--- src/rtl/memory_arbiter.sv ---
// ============================================================================
// Module   : memory_arbiter
// Brief    : Grants the single-ported RAM to either the icache or the dcache.
//            The dcache wins by default. Defining ARB_STARVE_GUARD_EN adds a
//            starvation guard that bounds how long a waiting icache is held off.
// Revision : 1.0  initial release
// ============================================================================
`default_nettype none

module memory_arbiter #(
  parameter int ADDR_W       = 32,
  parameter int DATA_W       = 32,
  parameter int STARVE_LIMIT = 4
) (
  input  logic              CLK,
  input  logic              nRST,
  input  logic              iREN,
  input  logic [ADDR_W-1:0] iaddr,
  output logic              iwait,
  output logic [DATA_W-1:0] iload,
  input  logic              dREN,
  input  logic              dWEN,
  input  logic [ADDR_W-1:0] daddr,
  input  logic [DATA_W-1:0] dstore,
  output logic              dwait,
  output logic [DATA_W-1:0] dload,
  output logic              ramREN,
  output logic              ramWEN,
  output logic [ADDR_W-1:0] ramaddr,
  output logic [DATA_W-1:0] ramstore,
  input  logic [DATA_W-1:0] ramload,
  input  logic [1:0]        ramstate
);

  localparam logic [1:0] c_ACCESS = 2'd2;

  typedef enum logic [1:0] {
    IDLE = 2'd0,
    IGNT = 2'd1,
    DGNT = 2'd2
  } state_t;

  state_t r_state;
  state_t w_next;
  logic   w_dreq;
  logic   w_access;
  logic   w_force_i;

  assign w_dreq   = dREN | dWEN;
  assign w_access = (ramstate == c_ACCESS);
  assign iload    = ramload;
  assign dload    = ramload;

`ifdef ARB_STARVE_GUARD_EN
  localparam int            c_CNT_W = $clog2(STARVE_LIMIT + 1);
  localparam logic [c_CNT_W-1:0] c_LIMIT = c_CNT_W'(STARVE_LIMIT);

  logic [c_CNT_W-1:0] r_starve;

  // Counts dcache wins against a waiting icache; an icache grant clears it.
  always_ff @(posedge CLK or negedge nRST) begin
    if (!nRST) begin
      r_starve <= '0;
    end else if (r_state == IDLE) begin
      if (w_next == IGNT) begin
        r_starve <= '0;
      end else if (w_next == DGNT && iREN && r_starve != c_LIMIT) begin
        r_starve <= r_starve + 1'b1;
      end
    end
  end

  assign w_force_i = iREN && (r_starve == c_LIMIT);
`else
  assign w_force_i = 1'b0;
`endif

  always_ff @(posedge CLK or negedge nRST) begin
    if (!nRST) begin
      r_state <= IDLE;
    end else begin
      r_state <= w_next;
    end
  end

  always_comb begin
    w_next   = r_state;
    ramREN   = 1'b0;
    ramWEN   = 1'b0;
    ramaddr  = '0;
    ramstore = '0;
    iwait    = 1'b1;
    dwait    = 1'b1;
    case (r_state)
      IDLE: begin
        if (w_force_i) begin
          w_next = IGNT;
        end else if (w_dreq) begin
          w_next = DGNT;
        end else if (iREN) begin
          w_next = IGNT;
        end
      end
      DGNT: begin
        // Enables follow the live request so a withdrawn access stops at once.
        ramWEN   = dWEN;
        ramREN   = dREN & ~dWEN;
        ramaddr  = daddr;
        ramstore = dstore;
        dwait    = ~(w_dreq & w_access);
        if (!w_dreq || w_access) begin
          w_next = IDLE;
        end
      end
      IGNT: begin
        ramREN  = iREN;
        ramaddr = iaddr;
        iwait   = ~(iREN & w_access);
        if (!iREN || w_access) begin
          w_next = IDLE;
        end
      end
      default: w_next = IDLE;
    endcase
  end

endmodule

`default_nettype wire

--- config.mk ---
export PLATFORM = sky130hd
export DESIGN_NAME = memory_arbiter
export DESIGN_NICKNAME = d
export VERILOG_FILES = /design/src/rtl/memory_arbiter.sv
export SDC_FILE = /design/constraint.sdc
export NUM_CORES = 1
export LEC_CHECK = 0
export ABC_AREA = 1
export CELL_PAD_IN_SITES_DETAIL_PLACEMENT = 1
export CELL_PAD_IN_SITES_GLOBAL_PLACEMENT = 1
export CORE_MARGIN = 2
export CORE_UTILIZATION = 11
export CTS_CLUSTER_DIAMETER = 40
export DETAILED_ROUTE_END_ITERATION = 7
export PLACE_DENSITY = 0.95
export SLEW_MARGIN = 0
export SYNTH_ARGS = -nofsm -noshare
export SYNTH_HDL_FRONTEND = slang
export SYNTH_SLANG_ARGS = --single-unit
--- constraint.sdc ---
create_clock -name CLK -period 3.7 [get_ports CLK]
set_input_delay 0.74 -clock CLK [delete_from_list [all_inputs] [get_ports CLK]]
set_output_delay 0.74 -clock CLK [all_outputs]
set_load 0.01 [all_outputs]
==> out/results.txt <==
Final count of hold timing violations: 0
Row cnt: 41
Final hold slack: 0.515 ns
Global-route wire length before repair: 9.98 mm
Yosys cell types: 12
Main flop type after synthesis: dfrtp_1
Startpoint types: flip-flop
Largest registers: r_state x2
Die area: 13,900 um^2
Gr ovfl total: 0
MaxCap Viol Count: 0
Number of synthesized register bits: 2
Leading area contributor after synthesis: buf_4
Initial antenna violation count: 0
DRC violations left: 0
Switching Fraction: 44.7%
Met1 Track Usage GR: 9.26%
GR Util met3: 3.25%
Wirelength per Cell: 11.9 um
Setup Viol. Count Final: 0
Die width: 118 um
Pwr Density: 444 nW/um^2
Vias: 1,926
Synthesized instance count: 274
Fin nets: 515
Hpwl dp: 5.58 mm
Worst rel slew slack: 55.8%
Tcrit/Tclk final: 84.0%
Leak: 1.28 nW
Async S/R FF share, synth: 100%
Postcts setup bufs: 0
Total I/O pin count: 267
Clock power frac: 12.5%
Vias in the first global route: 2,020
Largest net degree at the start of global routing: 44
Worst Skew: 0.00127 ns
Vias/cell: 3.53
Max FFs per register: 2
Hold-fix buffers, CTS: 0
Share of layout cells above drive strength 1: 2.41%
Syn Area/Cell: 5.22 um^2
Initial drt markers: 47
EDFF count, synth: 0
Worst hold path class: flip-flop to flip-flop
R2r worst-path depth: 7
GR peak layer: met2
Peak VDD IR: 0.188 mV
Routed Antenna Nets: 0
Crit path max fanout: 18
Placer Congestion: 0.729
H-tree levels: 1
Commonest cells in the netlist: nand2_1 (104), buf_4 (67), inv_1 (42)
Shortest period the worst path allows: 3.11 ns
CORE AREA: 12,700 um^2
Worst EP required: 2.96 ns
Post-synth top area share: 35.1%
Slew Limit Fails: 0
Sequential share of power: 3.0%
FMAX: 322 MHz
Die height: 118 um
Max clock buf depth: 2
Slew @ Worst Pin: 0.662 ns
WP data arrival: 2.37 ns
Clock latency on the worst-skew pair: 0.22 ns
Synth Net Count: 413
Number of buffers created by CTS: 3
Worst-path clk slew: 0.03 ns
Starting Density: 11.3%
Area growth from synthesis to layout: 103%
Clk root buf: clkbuf_16
Final WS setup: 0.594 ns
Port Buffers: 170
NetSw: 0.000575 W
Total power: 0.00129 W
Clock sinks: 2
Routed WL: 6.51 mm
RSZ-0062 raised after global routing: no
Met2 Track Usage GR: 15.8%
Setup CP Type: flip-flop to output pin
Area contributors post-synth: buf_4 (35%), nand2_1 (27%), a21oi_1 (12%)
Gate power share: 84.6%
Seq/Total Area, Yosys: 3.50%
Synth Cell Area: 1430 um^2
GRT Resource Usage Total: 8.70%
Pre-CTS setup slack: 0.713 ns
Synth warn: 0
CTS tree: done
Total Neg Setup Slack: 0 ns
CP Capture Type: output pin
Status: complete, no violations
Most frequent cell after synthesis: nand2_1
WHS Path Cells: 2
PostCTS Resize Cnt: 0
Diodes inserted: 0
Pint: 0.000713 W
Largest Register: r_state
DRT Pass-1 Iters: 4
-- cell families (layout without fill, tap and decap cells) --
logic type	count (synthesis)	count (layout)	share of synthesized area [%]
buffers and inverters	120	220	50.3
and+or+nand+nor	115	115	31.1
AOI/OAI and AO/OA	33	33	11.5
adders and majority gates	4	4	3.50
DFF	2	2	3.50
-- power groups by stage --
stage	clock network, W	registers (W)	logic [W]
global placement	0	0.0000360	0.00109
global route	0.000167	0.0000396	0.00120
finish	0.000161	0.0000380	0.00109
CTS	0.000163	0.0000373	0.00112
floorplan	0	0.0000352	0.000583
detailed placement	0	0.0000374	0.00112
-- cell usage in the layout (no fill, tap or decap), drive strengths merged --
| master | instances |
|---|---|
| nor2 | 2 |
| buf | 5 |
| nand2 | 104 |
| nand3 | 7 |
| a21oi | 33 |
| inv | 42 |
| dfrtp | 2 |
| clkdlybuf4s50 | 170 |
| ha | 4 |
| nand4 | 2 |
| clkbuf | 3 |
-- through the flow --
step,util (%),area [um^2],instances
2_1_floorplan,-,1430,274
3_3_place_gp,22.3,2830,543
3_5_place_dp,22.3,2830,543
4_1_cts,22.9,2900,546
5_1_grt,22.9,2900,546
6_report,22.9,2900,546
-- per-layer routing --
layer	wire [um]	vias to the layer above	share of wire, %
met2	3270	105	50
met4	143	0	2.2
met3	654	21	10
li1	-	948	-
met1	2450	852	38
met5	0	-	0
-- worst max-delay path, stage by stage, from the launching register on --
cell and delay (ns):
dfrtp_1 0.37, inv_1 0.09, ha_1 0.29, inv_1 0.49
buf_4 0.34, a21oi_1 0.08, clkdlybuf4s50_1 0.48
-- final cells by class --
class / instances / area (um^2)
Fill cell: 1589 / 9770
Timing Repair Buffer: 175 / 1740
Multi-Input combinational cell: 152 / 663
Tap cell: 172 / 215
Inverter: 42 / 158
Clock buffer: 3 / 75.1
Sequential cell: 2 / 50.0
-- path summary, 6_finish.rpt --
| kind | from | endpoint | slack (ns) |
|---|---|---|---|
| setup / recovery | r_state[0]$_DFFE_PN0P_ | ramaddr[31] | 0.59 |
| hold / removal | r_state[0]$_DFFE_PN0P_ | r_state[0]$_DFFE_PN0P_ | 0.51 |
| setup reg to reg | r_state[1]$_DFFE_PN0P_ | r_state[0]$_DFFE_PN0P_ | 2.34 |
| hold reg to reg | r_state[0]$_DFFE_PN0P_ | r_state[0]$_DFFE_PN0P_ | 0.51 |
| max in group asynchronous | nRST | r_state[0]$_DFFE_PN0P_ | 2.87 |
| min in group asynchronous | nRST | r_state[1]$_DFFE_PN0P_ | 0.70 |
(Power assumes the default switching activity.)
